`src/rtl/ifetch_ctrl.sv`:
```
// ifetch_ctrl: instruction-fetch controller.
//
// Owns the architectural fetch PC and drives a single-outstanding
// instruction bus transaction. Each returned instruction is captured into an
// output buffer that feeds decode. Decode back-pressure (stall) and
// control-flow redirects are absorbed here. A redirect that lands while a
// bus transaction is in flight lets that transaction finish, drops its data,
// and then restarts fetch at the redirect target.
//
// Bus handshake:
//   ireq.valid / ireq.addr are driven from registered state only. While
//   ireq.valid is high and iresp.addr_ok is low, ireq.addr holds steady.
//   addr_ok accepts the address. data_ok returns the data, either in the
//   same cycle as addr_ok or in a later cycle. Only one transaction is ever
//   in flight.
//   The out buffer is valid while out_valid is high. Decode consumes it in
//   any cycle where stall is low.
//
// Ports:
//   clk, reset         clock; synchronous active-high reset
//   ireq               bus request {valid, addr[63:0]}
//   iresp              bus response {addr_ok, data_ok, data[31:0]}
//   redirect_valid/pc  control-flow redirect; pc[1:0] treated as 00
//   stall              decode cannot take the buffered instruction
//   out_valid/pc/instr buffered fetched instruction
//   dbg_state          current FSM state (0=REQ, 1=WAIT, 2=HOLD)

package ifetch_pkg;
  typedef struct packed {
    logic        valid;
    logic [63:0] addr;
  } ibus_req_t;

  typedef struct packed {
    logic        addr_ok;
    logic        data_ok;
    logic [31:0] data;
  } ibus_resp_t;
endpackage

module ifetch_ctrl
  import ifetch_pkg::*;
#(
  parameter logic [63:0] RESET_PC = 64'h8000_0000
) (
  input  logic        clk,
  input  logic        reset,
  output ibus_req_t   ireq,
  input  ibus_resp_t  iresp,
  input  logic        redirect_valid,
  input  logic [63:0] redirect_pc,
  input  logic        stall,
  output logic        out_valid,
  output logic [63:0] out_pc,
  output logic [31:0] out_instr,
  output logic [1:0]  dbg_state
);

  typedef enum logic [1:0] {
    S_REQ  = 2'd0,
    S_WAIT = 2'd1,
    S_HOLD = 2'd2
  } state_t;

  state_t      state_q, state_d;
  logic [63:0] pc_q, pc_d;
  logic [63:0] tgt_q, tgt_d;      // redirect target awaiting a drop
  logic        pending_q, pending_d;  // redirect seen in REQ before addr_ok
  logic        discard_q, discard_d;  // in-flight response must be dropped
  logic        ov_q, ov_d;
  logic [63:0] opc_q, opc_d;
  logic [31:0] oi_q, oi_d;
  logic [63:0] redir_pc;
  logic        drop;

  assign redir_pc = redirect_pc & ~64'h3;

  always_ff @(posedge clk) begin
    if (reset) begin
      state_q   <= S_REQ;
      pc_q      <= RESET_PC;
      tgt_q     <= 64'd0;
      pending_q <= 1'b0;
      discard_q <= 1'b0;
      ov_q      <= 1'b0;
      opc_q     <= 64'd0;
      oi_q      <= 32'd0;
    end else begin
      state_q   <= state_d;
      pc_q      <= pc_d;
      tgt_q     <= tgt_d;
      pending_q <= pending_d;
      discard_q <= discard_d;
      ov_q      <= ov_d;
      opc_q     <= opc_d;
      oi_q      <= oi_d;
    end
  end

  always_comb begin
    state_d   = state_q;
    pc_d      = pc_q;
    tgt_d     = tgt_q;
    pending_d = pending_q;
    discard_d = discard_q;
    ov_d      = ov_q;
    opc_d     = opc_q;
    oi_d      = oi_q;
    drop      = 1'b0;

    case (state_q)
      S_REQ: begin
        // The address is already on the bus, so a redirect here is only
        // remembered. The request itself must not change until accepted.
        if (redirect_valid) begin
          tgt_d     = redir_pc;
          pending_d = 1'b1;
        end
        if (iresp.addr_ok) begin
          drop = pending_q || redirect_valid;
          if (iresp.data_ok) begin
            if (drop) begin
              pc_d      = tgt_d;
              pending_d = 1'b0;
            end else begin
              ov_d    = 1'b1;
              opc_d   = pc_q;
              oi_d    = iresp.data;
              state_d = S_HOLD;
            end
          end else begin
            discard_d = drop;
            pending_d = 1'b0;
            state_d   = S_WAIT;
          end
        end
      end

      S_WAIT: begin
        // Latest redirect wins. A redirect coinciding with data_ok still
        // drops that data.
        if (redirect_valid) begin
          tgt_d     = redir_pc;
          discard_d = 1'b1;
        end
        if (iresp.data_ok) begin
          if (discard_d) begin
            pc_d      = tgt_d;
            discard_d = 1'b0;
            state_d   = S_REQ;
          end else begin
            ov_d    = 1'b1;
            opc_d   = pc_q;
            oi_d    = iresp.data;
            state_d = S_HOLD;
          end
        end
      end

      S_HOLD: begin
        if (redirect_valid) begin
          pc_d    = redir_pc;
          ov_d    = 1'b0;
          state_d = S_REQ;
        end else if (!stall) begin
          pc_d    = pc_q + 64'd4;
          ov_d    = 1'b0;
          state_d = S_REQ;
        end
      end

      default: state_d = S_REQ;
    endcase
  end

  always_comb begin
    ireq       = '0;
    ireq.valid = (state_q == S_REQ);
    ireq.addr  = pc_q;
  end

  assign out_valid = ov_q;
  assign out_pc    = opc_q;
  assign out_instr = oi_q;
  assign dbg_state = state_q;

endmodule

```
`config.mk`:
```
export PLATFORM = sky130hd
export DESIGN_NAME = ifetch_ctrl
export DESIGN_NICKNAME = d
export VERILOG_FILES = /design/src/rtl/ifetch_ctrl.sv
export SDC_FILE = /design/constraint.sdc
export NUM_CORES = 1
export LEC_CHECK = 0
export ABC_AREA = 1
export BUFFER_PORTS_ARGS = -buffer_cell sky130_fd_sc_hd__buf_2
export CORE_MARGIN = 4
export CORE_UTILIZATION = 25
export DETAILED_ROUTE_END_ITERATION = 6
export PLACE_DENSITY = 0.5
export SYNTH_ARGS = -nofsm -noshare
export SYNTH_HDL_FRONTEND = slang
export SYNTH_SLANG_ARGS = --single-unit
export TNS_END_PERCENT = 10
```
`constraint.sdc`:
```
create_clock -name clk -period 3.05 [get_ports clk]
set_input_delay 0.305 -clock clk [delete_from_list [all_inputs] [get_ports clk]]
set_output_delay 0.305 -clock clk [all_outputs]
set_load 0.05 [all_outputs]
```
Yosys cells after proc, flatten, opt, wreduce, memory -nomap -nowiden
Cells that the tools add are included.
W data, S select, Z words.

word-level totals
  register bits = 229
  input port bits = 102
  output and inout bits = 164
  logic and storage cells = 78

operators by class
  add/sub/neg operators = 1
  equal/unequal tests = 12
  multiplexer cells = 47
  reductions and logical operators = 10

operators with widths
  kind                     number
  $mux W64                 13
  $pmux W64 S3             1
  $mux W32                 5
  $pmux W64 S2             1
  $add A64 B3 Y64 const B  1
  $pmux W32 S2             1
  $mux W1                  16
  $mux W2                  7
  $reduce_and A7 Y1        2
  $ne A2 B2 Y1 const B     5
  $ne A2 B1 Y1 const B     3
  $ne A3 B3 Y1 const B     2
  $pmux W2 S3              1
  $reduce_and A6 Y1        1
  $reduce_and A4 Y1        1
  $pmux W1 S3              1
  $reduce_and A3 Y1        1
  $reduce_bool A3 Y1       1
  $eq A2 B1 Y1 const B     1
  $eq A2 B2 Y1 const B     1
  $logic_not A2 Y1         1
  $pmux W1 S2              1
  $reduce_bool A2 Y1       1
  $reduce_or A2 Y1         1
  $logic_or A1 B1 Y1       1

Depth between registers and ports, before layout
Gate-level depths: netlist (run 1).

  word-level depth = 5
  mapped depth = 12
  gate-level depth less buffers = 12

Least setup slack after synthesis (run 1)
OpenSTA, ideal clock, no wires.

  path type = reg2reg
  start point = register state_q[1] (netlist: dbg_state[1])
  end point = register pc_q[12]
  arrival time = 2,042 ps
  data required time = 2,937 ps
  slack = 895 ps
  cell stages (with the launch flop) = 11
  buffers on the path = 2
  cell sequence = dfxtp_1 nor2_2 nand2_1 nand2_1 a21oi_2 nand2_1 buf_2 buf_2 a21oi_1 o21ai_1 inv_1

RTL lines
  what                      RTL line  source
  start: declaration        65        state_t state_q, state_d;
  start signal: assignment  89        state_q <= state_d;
  end signal: assignment    90        pc_q <= pc_d;
  end: declaration          66        logic [63:0] pc_q, pc_d;

Worst setup path after layout (run 1)
  start point = register state_q[1] (netlist: dbg_state[1])
  end point = register pc_q[34]

on the way
  longest elaborated chain between the ends = 3

ends and longest elaborated chain
  what                                            RTL line  source
  $eq A2 B2 Y1 (tied with other cells)            111       case (state_q)
  $ne A3 B3 Y1 (no line) (tied with other cells)  -
  $reduce_and A7 Y1 (no line)                     -

Parallel ways exist; a longest one is shown, timed or not.
A chain may end at the register's enable or synchronous reset.

==> run summary, run 1 <==
Setup repair after global routing missed its margin - no
Port buffer count - 263
Worst slew slack as a fraction of its limit - 0.464
Syn nets - 1747
Worst Path Class, Setup - flip-flop to flip-flop
Total Routing Usage GR - 0.187
Max Buffers Root-to-Sink - 3
Via-per-instance ratio - 4.74
Highest net fanout along the worst path - 33
Count of distinct cell types in the synthesized netlist - 36
Number of detailed-route iterations in the first pass - 5
Endpoint required time on the critical path - 3.49 ns
Fill cell instance count of the final layout - 4795
Reported max-cap violation count - 0
Setup TNS after final layout - 0 ns
Height of the chip - 217 µm
Clock latency on the worst-skew pair - 0.56 ns
Footprint of the multi-input gates - 5530 µm²
Die footprint - 47200 µm²
Total number of H-tree levels - 1
Critical path launch point type - flip-flop
Initial core utilization - 0.254
Maximum clock skew at final layout - 0.0104 ns
Post-synth EDFFs - 0
LEAKAGE - 6.19 nW
Initial antenna violation count - 13
Post-detailed-routing wire length - 46000 µm
Quantity of gates resized following cts - 0
Count of warnings emitted by yosys - 0
Crit. End Element - flip-flop
Worst path arrival time - 2.74 ns
Synthesized area - 11000 µm²
Worst reg2reg path startpoint - dbg_state[1]$_SDFFE_PP0P_
Hold path start - iresp[16]
RePlAce Congestion - 0.970
Area growth from synthesis to final layout - 30.8%
Synthesized netlist cell count - 1644
Max-slew violation count - 0
Total vias in the final route - 12000
Post-CTS setup buffer count - 0
CP Launch Point - dbg_state[1]$_SDFFE_PP0P_
Final-stage net count - 2020
Count of unresolved DRC violations after routing - 0
Post-synth top area share - 0.418
Most instantiated flip-flop cell in the synthesis netlist - dfxtp_1
Proportion of synthesized chip area in sequential cells - 0.418
Tmin final - 2.30 ns
Via count of the first global-routing pass - 11400
Transition at the pin with the smallest max-transition slack - 0.805 ns
Number of buffers added by the clock tree synthesis step - 29
Fraction of final layout cells with drive strength greater than 1 - 0.183
Number of instances in the placed design - 2426
Clock tree from TritonCTS - built
HPWL after DPL - 33700 µm
Area contributors post-synth - dfxtp_1 (42%), nor2_1 (12%), nand2_1 (10%)
Flops & latches, synth - 229
Final-report hold violation count - 0
Largest net degree at the start of global routing - 83
Worst Hold Class - input pin to flip-flop
Maximum achievable frequency - 435 MHz
Worst IR Drop VDD - 0.000401 V
Final count of negative-setup-slack endpoints - 0
CTS clk-pin slew, worst paths - 0.06 ns
CTS Hold Bufs - 45
Remaining number of nets flagged by the antenna check after routing - 0
Die span in x - 217 µm
Final worst-path cycle share - 0.754
Clock root buffer master - clkbuf_16
Number of top-level design ports - 266
Starting DRC count in detailed routing - 900
Overflow left after global routing - 0
TritonCTS sink count - 229
Reg area - 4580 µm²
Placeable core region - 43200 µm²
Post-Route Utilization - 0.332
Ys async rst share - 0
Post-detailed-route wirelength per cell - 18.2 µm
Status - finished clean
Top cell type by total area after synthesis - dfxtp_1
Post-route non-filler standard cell count - 2529
Global-route wire length before repair - 69400 µm
Mean instance size in the synthesized netlist - 6.66 µm²
Rows - 76
Pwr dens - 716 nW/µm²
==> Yosys cell counts, types with 7 or more instances <==
library cell,number
clkbuf_1,55
a21oi_1,142
a22o_1,33
nor2_1,350
a211oi_1,7
dfxtp_1,229
xor2_1,16
inv_1,112
nand4_1,9
nand2_1,303
buf_2,29
o21ai_1,29
nor3_1,8
nand3_1,61
o21ai_0,212
==> cell usage in the layout (no fill, tap or decap), types with 5 or more instances in the layout <==
cell	count
dlygate4sd3_1	45
buf_2	263
clkbuf_16	29
xor2_1	16
nor2_1	349
o21ai_0	212
a21oi_1	142
nand2_1	302
clkinvlp_4	5
nand4_1	9
nor3_1	8
buf_12	5
a211oi_1	7
a22o_1	33
nand3_1	61
inv_1	111
dfxtp_1	229
a31oi_1	6
diode_2	5
buf_4	21
inv_2	5
o21ai_1	29
==> where the power goes <==
| group | switching (W) | leakage (nW) | total (W) | internal (W) |
|---|---|---|---|---|
| registers | 0.000326 | 1.89 | 0.00372 | 0.00339 |
| logic | 0.00222 | 3.83 | 0.00293 | 0.000709 |
| clock network | 0.00143 | 0.476 | 0.00361 | 0.00218 |
| total | 0.00397 | 6.19 | 0.0103 | 0.00628 |
==> critical path, cell delays in order (launching register included) <==
cell and delay (ns):
dfxtp_1 0.50, nand2_1 0.14, nand2_2 0.27, clkinv_1 0.40
buf_12 0.30, a22o_1 0.20, nor2_1 0.23, a21oi_1 0.11
==> path summary, 6_finish.rpt <==
path | end | slack [ns] | cells past startpoint
setup / recovery | pc_q[34]$_SDFFE_PP0P_ | 0.75 | 7
hold / removal | out_instr[16]$_SDFFE_PP0P_ | 0.02 | 3
setup reg to reg | pc_q[34]$_SDFFE_PP0P_ | 0.75 | 7
hold reg to reg | tgt_q[24]$_SDFFE_PP0P_ | 0.45 | 2
==> state kept, by name, indices dropped and copies added (netlist names) <==
register / flops
dbg_state: 2
discard_q: 1
out_instr: 32
out_pc: 64
out_valid: 1
pc_q: 64
pending_q: 1
tgt_q: 64
==> final cells by class <==
cell class | count | share of cell area
multi-input combinational | 1205 | 0.386
sequential | 229 | 0.320
timing repair buffer | 334 | 0.141
clock buffer | 37 | 0.0555
tap | 585 | 0.0511
inverter | 118 | 0.0311
clock inverter | 16 | 0.0142
antenna | 5 | 0.000873
==> cell families (layout without fill, tap and decap cells) <==
family	after synthesis	in the layout	share of synthesized area
AND/OR/NAND/NOR	743	743	0.268
AO/OA/AOI/OAI	444	444	0.221
flip-flops	229	229	0.418
buffers and inverters	210	505	0.0780
XOR/XNOR	17	17	0.0136
adder cells (fa/ha/maj)	1	1	0.00114
other	0	5	0
==> metrics by stage <==
| step | total power, W | hold slack [ns] | instance area, µm² | setup WS [ns] |
|---|---|---|---|---|
| after floorplan | 0.00577 | 0.424 | 11000 | 0.895 |
| after global placement | 0.00663 | 0.435 | 12900 | 0.755 |
| after detailed placement | 0.00666 | 0.443 | 12900 | 0.752 |
| after CTS | 0.0103 | 0.000274 | 14300 | 0.745 |
| after global routing | 0.0107 | 0.0201 | 14300 | 0.533 |
| final | 0.0103 | 0.0249 | 14300 | 0.749 |
==> metal layers <==
| metal | vias to the layer above | part of all wire | GRT usage |
|---|---|---|---|
| li1 | 5940 | - | - |
| met1 | 5535 | 0.45 | 0.253 |
| met2 | 407 | 0.45 | 0.297 |
| met3 | 85 | 0.070 | 0.0392 |
| met4 | 18 | 0.032 | 0.0598 |
| met5 | - | 0.0027 | 0 |
Note: power is estimated with default switching activity, not from simulation.
==> inputs of run 2 (changes only) <==
--- a/config.mk
+++ b/config.mk
@@ -5,12 +5,12 @@
 export SDC_FILE = /design/constraint.sdc
 export NUM_CORES = 1
 export LEC_CHECK = 0
-export ABC_AREA = 1
+export ABC_AREA = 0
 export BUFFER_PORTS_ARGS = -buffer_cell sky130_fd_sc_hd__buf_2
 export CORE_MARGIN = 4
 export CORE_UTILIZATION = 25
 export DETAILED_ROUTE_END_ITERATION = 6
-export PLACE_DENSITY = 0.5
+export PLACE_DENSITY = 0.52
 export SYNTH_ARGS = -nofsm -noshare
 export SYNTH_HDL_FRONTEND = slang
 export SYNTH_SLANG_ARGS = --single-unit
==> constraint.sdc (replaced) <==
create_clock -name clk -period 2 [get_ports clk]
set_input_delay 0.2 -clock clk [delete_from_list [all_inputs] [get_ports clk]]
set_output_delay 0.2 -clock clk [all_outputs]
set_load 0.05 [all_outputs]
==> run 2 against run 1 <==
Effect of this change:
- the flow now finishes with violations (negative setup slack)
- critical endpoint is now pc_q[44]$_SDFFE_PP0P_
- total power grew 20%
- register-to-register slack worse by 0.88 ns
- highest routed layer is now met4
- die area down 2.7%
- hold slack gained 0.11 ns
- sequential power is 31% higher
- worst setup slack worse by 0.88 ns
- synthesized cell count fell by 11%
- via count rose by 3.6%
- clock power rose by 47%
- utilization is 6.0 points higher
- synthesized area down 2.8%
- clock skew grew 0.014 ns
==> run summary, run 2 <==
Number of instances in the placed design - 2342 (-3.5%)
Synthesized netlist cell count - 1461 (-11%)
Routing usage on met1 - 0.265 (+0.0114)
Final-stage net count - 2045 (+1.2%)
TritonCTS sink count - 229 (unchanged)
Height of the chip - 214 µm (-1.4%)
GR Util met3 - 0.0310 (-0.00820)
Port buffer count - 263 (unchanged)
Worst IR Drop VDD - 0.000566 V (+41%)
Syn nets - 1564 (-10%)
Post-detailed-route wirelength per cell - 18.2 µm (about the same)
Die footprint - 46000 µm² (-2.7%)
R2R depth - 8 (+1)
Clock tree from TritonCTS - built
Worst reg2reg path startpoint - pc_q[2]$_SDFFE_PP0P_
Via-per-instance ratio - 4.96 (+4.6%)
Simple-gate area share of the yosys netlist - 0.283 (+0.0146)
Fraction of the mapped netlist area in compound gates - 0.226 (+0.00546)
Endpoint required time on the critical path - 2.48 ns (-1.01 ns)
Initial core utilization - 0.253 (-0.000523)
Flops & latches, synth - 229 (unchanged)
Highest net fanout along the worst path - 4 (-88%)
Remaining number of nets flagged by the antenna check after routing - 0 (unchanged)
Top cell type by total area after synthesis - dfxtp_1
Worst slew slack as a fraction of its limit - 0.523 (+0.0594)
Worst path arrival time - 2.61 ns (-0.13 ns)
Reported max-cap violation count - 0 (unchanged)
Commonest non-fill, non-tap cells in the layout - nand2_1 (434), buf_2 (262), a21oi_1 (197)
Overflow left after global routing - 0 (unchanged)
Library cell with the highest instance count after synthesis - nand2_1
Total Routing Usage GR - 0.188 (+0.00106)
LEAKAGE - 6.80 nW (+9.9%)
Starting DRC count in detailed routing - 908 (+0.89%)
Area growth from synthesis to final layout - 54.7%
Synthesized area - 10600 µm² (-2.8%)
Layer with the highest usage - met2
Worst Setup Slack, final - -0.127 ns (-0.876 ns)
Ys async rst share - 0 (unchanged)
Global-route wire length before repair - 70100 µm (+1.0%)
Sw frac - 0.297 (-0.0905)
Total number of H-tree levels - 1 (unchanged)
Clock latency on the worst-skew pair - 0.57 ns (about the same)
Synth top cells by count - nand2_1 (443), dfxtp_1 (229), a21oi_1 (214)
Worst slack at placement - -0.206 ns (-0.958 ns)
Area contributors post-synth - dfxtp_1 (43%), nand2_1 (16%), a21oi_1 (10%)
Crit. End Element - flip-flop
Transition at the pin with the smallest max-transition slack - 0.715 ns (-0.0891 ns)
Count of warnings emitted by yosys - 0 (unchanged)
Max-slew violation count - 0 (unchanged)
Worst hold margin - 0.134 ns (+0.109 ns)
Final-report hold violation count - 0 (unchanged)
Status - complete, but fails checks
Count of distinct cell types in the synthesized netlist - 66 (+83%)
Initial antenna violation count - 1 (-12)
Critical path, cell by cell - ha_4, nand4_1, buf_4, nor3_4, nand2_2, or3_4, mux2_4, a21oi_2
Final worst-path cycle share - 1.06 (+0.309)
Proportion of power drawn by the clock network - 0.431 (+0.079)
Die span in x - 214 µm (-1.4%)
Critical path launch point type - flip-flop
Setup repair after global routing missed its margin - yes
Post-detailed-routing wire length - 45500 µm (-1.0%)
Most common library cell in the layout ignoring fill and taps - nand2_1
Pwr dens - 745 nW/µm² (+4.2%)
Rows - 75 (-1.3%)
Most instantiated flip-flop cell in the synthesis netlist - dfxtp_1
Number of buffers added by the clock tree synthesis step - 28 (-3.4%)
Total vias in the final route - 12400 (+3.6%)
RePlAce Congestion - 0.882 (-9.1%)
Via count of the first global-routing pass - 11800 (+2.9%)
Largest net degree at the start of global routing - 87 (+4.8%)
Number of cells traversed by the worst hold path - 4 (+1)
Worst Path Class, Setup - flip-flop to flip-flop
Proportion of synthesized chip area in sequential cells - 0.431 (+0.0121)
Number of detailed-route iterations in the first pass - 5 (unchanged)
Critical path's largest stage delay - 0.40 ns (-0.10 ns)
Post-Synth Adder-Cell Area - 0.00118 (+0.0000331)
Count of unresolved DRC violations after routing - 0 (unchanged)
Worst Hold Class - input pin to flip-flop
Number of top-level design ports - 266 (unchanged)
Multiplexer share of the synthesized area - 0.0115 (+0.0115)
Tmin final - 2.13 ns (-0.174 ns)
Fraction of final layout cells with drive strength greater than 1 - 0.338 (+0.155)
Maximum clock skew at final layout - 0.0248 ns (+0.0143 ns)
Mean instance size in the synthesized netlist - 7.29 µm² (+9.4%)
HPWL after DPL - 32400 µm (-3.7%)
Maximum achievable frequency - 470 MHz (+8.2%)
Final count of negative-setup-slack endpoints - 8 (+8)
Hold path start - stall
Max Buffers Root-to-Sink - 3 (unchanged)
Post-route non-filler standard cell count - 2504 (-0.99%)
Dominant combinational cell family by area after synthesis - simple AND/OR/NAND/NOR gates
Slowest CP cell - or3_4
CTS clk-pin slew, worst paths - 0.06 ns (about the same)
Post-Route Utilization - 0.392 (+0.0599)
Violated checks - negative setup slack
Post-synth EDFFs - 0 (unchanged)
Combinational fraction of design power - 0.171 (-0.115)
Placeable core region - 42000 µm² (-2.6%)
CP Launch Point - pc_q[2]$_SDFFE_PP0P_
Overall power after layout - 0.0123 W (+20%)
Clock root buffer master - clkbuf_16
Synth Area in XOR/XNOR - 0 (-0.0136)
Met2 track demand over resource in global routing - 0.302 (+0.00465)
Switching power total - 0.00364 W (-8.2%)
Register share of total power - 0.398 (+0.036)
Post-synth top area share - 0.431 (+0.0121)
Internal Dissipation - 0.00863 W (+37%)
==> run 2: changes by cell type in the layout (fill, tap and decap cells not counted), moves of 50 or more <==
cell / delta
dfxtp_1: -50
buf_4: +168
dlygate4sd3_1: +53
nor2_1: -307
a21oi_1: +55
inv_1: -101
nand2_1: +132
o21ai_0: -123
==> run 2: kinds of logic (layout without fill, tap and decap cells) <==
logic type               count (synthesis)  in the layout
multiplexers                            12             12
flip-flops                             229            229
AND/OR/NAND/NOR                        669            669
adder cells (fa/ha/maj)                  1              1
other                                    0              1
buffers and inverters                  130            633
AO/OA/AOI/OAI                          420            420
==> run 2: worst max-delay path, delay by kind of cell (launching register included) <==
family          cells  cell delay (ns)
simple gates        4             0.90
fa+ha+maj           1             0.12
mux                 1             0.31
flops               1             0.37
buf+inv             1             0.22
compound gates      1             0.10
==> run 2: repair_timing <==
action                                 CTS  global route
setup buffers                            2             8
pin swaps                                5            21
hold buffers                            99             0
setup endpoints to repair               30           137
endpoints found under the hold margin  111             0
resized for setup                       18            72
==> run 2: per-layer routing <==
layer  up-vias  wire, µm  share of wire
met2       379     20800           0.46
li1       6062         -              -
met4         0       919          0.020
met1      5923     21100           0.46
met3        54      2760          0.061
met5         -         0              0
==> run 2: area by class of cell <==
cell class | count | area [µm²]
clock inverter | 10 | 90.1
fill | 4320 | 25600
antenna | 1 | 2.50
multi-input combinational | 1102 | 6010
clock buffer | 42 | 867
sequential | 229 | 4710
inverter | 10 | 37.5
tap | 539 | 674
timing repair buffer | 571 | 4070
==> run 2: final timing paths <==
| path | to | slack [ns] |
|---|---|---|
| setup / recovery | pc_q[44]$_SDFFE_PP0P_ | -0.13 |
| hold / removal | dbg_state[1]$_SDFFE_PP0P_ | 0.13 |
| setup reg to reg | pc_q[44]$_SDFFE_PP0P_ | -0.13 |
| hold reg to reg | out_instr[17]$_SDFFE_PP0P_ | 0.45 |
==> run 2: through the flow <==
stage          cell area, µm²  setup TNS, ns
4_1_cts                 16100         -0.789
2_1_floorplan           11000          -8.51
3_3_place_gp            14100          -1.13
5_1_grt                 16500          -4.05
6_report                16500         -0.531
3_5_place_dp            14100          -1.80
==> run 2: power groups by stage <==
stage                     sequential, W  clock, W  combinational [W]
after floorplan                 0.00539         0           0.000696
after global placement          0.00497         0            0.00190
after detailed placement        0.00498         0            0.00191
after CTS                       0.00488   0.00541            0.00208
after global routing            0.00491   0.00558            0.00227
final                           0.00488   0.00529            0.00210
==> inputs of run 3 (changes only) <==
--- a/config.mk
+++ b/config.mk
@@ -10,7 +10,7 @@
 export CORE_MARGIN = 4
 export CORE_UTILIZATION = 25
 export DETAILED_ROUTE_END_ITERATION = 6
-export PLACE_DENSITY = 0.52
+export PLACE_DENSITY = 0.51
 export SYNTH_ARGS = -nofsm -noshare
 export SYNTH_HDL_FRONTEND = slang
 export SYNTH_SLANG_ARGS = --single-unit
==> constraint.sdc (replaced) <==
create_clock -name clk -period 2.3 [get_ports clk]
set_input_delay 0.23 -clock clk [delete_from_list [all_inputs] [get_ports clk]]
set_output_delay 0.23 -clock clk [all_outputs]
set_load 0.05 [all_outputs]
==> run 3 against run 2 <==
Effect of this change:
- the run now ends clean
- clock-buffer cell count stayed put
- clock skew down 0.0094 ns
- utilization fell by 2.8 points
- critical endpoint is now pc_q[52]$_SDFFE_PP0P_
- worst setup slack better by 0.22 ns
- critical path type unchanged
- first-iteration DRC count down 3.9%
- hold slack lost 0.064 ns
- highest routed layer is now met5
- clock power fell by 18%
- sequential share of layout area grew 1.6 points
==> run summary, run 3 (same netlist as run 2, synthesis figures left out) <==
Maximum clock skew at final layout - 0.0154 ns (-0.00936 ns)
Final count of negative-setup-slack endpoints - 0 (-8)
Clock tree from TritonCTS - built
Total number of H-tree levels - 1 (unchanged)
Largest net degree at the start of global routing - 66 (-24%)
Via count of the first global-routing pass - 11700 (-0.93%)
Clock root buffer master - clkbuf_16
Commonest non-fill, non-tap cells in the layout - nand2_1 (443), buf_2 (262), a21oi_1 (214)
Top Family by Delay on Critical Path - simple AND/OR/NAND/NOR gates
Final worst-path cycle share - 0.960 (-0.104)
Overflow left after global routing - 0 (unchanged)
CP most frequent cell - nand4_1
Starting DRC count in detailed routing - 873 (-3.9%)
Max Buffers Root-to-Sink - 3 (unchanged)
Initial antenna violation count - 3 (+2)
Transition at the pin with the smallest max-transition slack - 0.701 ns (-0.0149 ns)
Worst Hold Class - input pin to flip-flop
Worst Path Class, Setup - flip-flop to flip-flop
Number of buffers added by the clock tree synthesis step - 28 (unchanged)
Total vias in the final route - 12100 (-2.8%)
Max-slew violation count - 0 (unchanged)
Critical path launch point type - flip-flop
Endpoint required time on the critical path - 2.71 ns (+0.23 ns)
Status - finished clean
Via-per-instance ratio - 4.98 (+0.47%)
TritonCTS sink count - 229 (unchanged)
Dpl cell area - 13400 µm² (-4.5%)
Worst path arrival time - 2.62 ns (about the same)
Critical path, cell by cell - ha_1, nand4_1, nor3_2, buf_4, nand4_1, nor4_1, mux2i_1, o21ai_0
Setup TNS after final layout - 0 ns (+0.531 ns)
LEAKAGE - 6.14 nW (-9.8%)
Highest net fanout along the worst path - 7 (+3)
Port buffer count - 263 (unchanged)
Post-detailed-route wirelength per cell - 18.2 µm (+0.24%)
Overall power after layout - 0.0103 W (-16%)
Critical path's largest stage delay - 0.37 ns (-0.03 ns)
Rows - 75 (unchanged)
Slowest CP cell - dfxtp_2
Pwr dens - 675 nW/µm² (-9.5%)
Number of detailed-route iterations in the first pass - 5 (unchanged)
Reported max-cap violation count - 0 (unchanged)
Setup repair after global routing missed its margin - yes
Die footprint - 46000 µm² (unchanged)
Global-route wire length before repair - 68600 µm (-2.1%)
HPWL after DPL - 31300 µm (-3.6%)
Placeable core region - 42000 µm² (unchanged)
CTS clk-pin slew, worst paths - 0.06 ns (about the same)
Tmin final - 2.21 ns (+0.0799 ns)
Final-stage net count - 1967 (-3.8%)
Final design area excluding fillers - 15300 µm² (-7.1%)
Worst IR Drop VDD - 0.000514 V (-9.1%)
Height of the chip - 214 µm (unchanged)
Remaining number of nets flagged by the antenna check after routing - 0 (unchanged)
Crit. End Element - flip-flop
Total Routing Usage GR - 0.184 (-0.00405)
Number of top-level design ports - 266 (unchanged)
Final-report hold violation count - 0 (unchanged)
Worst slew slack as a fraction of its limit - 0.528 (+0.00497)
Clock latency on the worst-skew pair - 0.56 ns (about the same)
Area growth from synthesis to final layout - 43.6%
Die span in x - 214 µm (unchanged)
Maximum achievable frequency - 453 MHz (-3.6%)
Initial core utilization - 0.253 (unchanged)
Post-detailed-routing wire length - 44100 µm (-3.0%)
Crit path buffers/inverters - 1 (unchanged)
Count of unresolved DRC violations after routing - 0 (unchanged)
Fraction of final layout cells with drive strength greater than 1 - 0.263 (-0.0755)
Most common library cell in the layout ignoring fill and taps - nand2_1
RePlAce Congestion - 0.916 (+3.9%)
-- run 3: final cells by class --
| class | count | area [µm²] |
|---|---|---|
| antenna | 2 | 5.00 |
| clock buffer | 42 | 793 |
| clock inverter | 5 | 86.3 |
| fill | 4406 | 26800 |
| inverter | 10 | 37.5 |
| multi-input combinational | 1102 | 5600 |
| sequential | 229 | 4630 |
| tap | 539 | 674 |
| timing repair buffer | 493 | 3470 |
-- run 3: path summary, 6_finish.rpt --
kind / startpoint / to / slack [ns] / cells after the start
worst min register to register: tgt_q[6]$_SDFFE_PP0P_ / tgt_q[6]$_SDFFE_PP0P_ / 0.45 / 2
worst max-delay path: pc_q[2]$_SDFFE_PP0P_ / pc_q[52]$_SDFFE_PP0P_ / 0.09 / 8
worst max register to register: pc_q[2]$_SDFFE_PP0P_ / pc_q[52]$_SDFFE_PP0P_ / 0.09 / 8
worst min-delay path: redirect_valid / out_valid$_SDFFE_PP0P_ / 0.07 / 4
-- run 3: timing repair --
action,4_1_cts,5_1_grt
endpoints found under the hold margin,105,0
buffers inserted,0,1
hold buffers,96,0
gates resized for setup,0,3
setup endpoints to repair,0,5
-- run 3: per-stage QoR --
step / cells / setup WS, ns / util / hold WS, ns
floorplan: 1461 / -0.0825 / - / 0.327
global placement: 2276 / 0.0811 / 0.319 / 0.437
detailed placement: 2276 / 0.0717 / 0.319 / 0.444
CTS: 2419 / 0.0437 / 0.363 / 0.0355
global route: 2422 / -0.00815 / 0.364 / 0.0630
finish: 2422 / 0.0928 / 0.364 / 0.0704
-- run 3: power breakdown --
| group | switching (W) | internal (W) |
|---|---|---|
| clock | 0.00177 | 0.00258 |
| sequential | 0.000129 | 0.00414 |
| combinational | 0.00112 | 0.000582 |
-- run 3: tightest hold or removal path, cell delays in order --
cell and delay [ns]:
buf_2 0.12, nor2b_1 0.07, nor2_1 0.10, nor3_1 0.05
-- run 3: per-layer routing --
| metal | vias to the layer above | GRT usage | share of wire |
|---|---|---|---|
| met5 | - | 0 | 0.00029 |
| met3 | 88 | 0.0380 | 0.066 |
| met1 | 5663 | 0.247 | 0.45 |
| met2 | 408 | 0.297 | 0.45 |
| li1 | 5907 | - | - |
| met4 | 2 | 0.0592 | 0.031 |
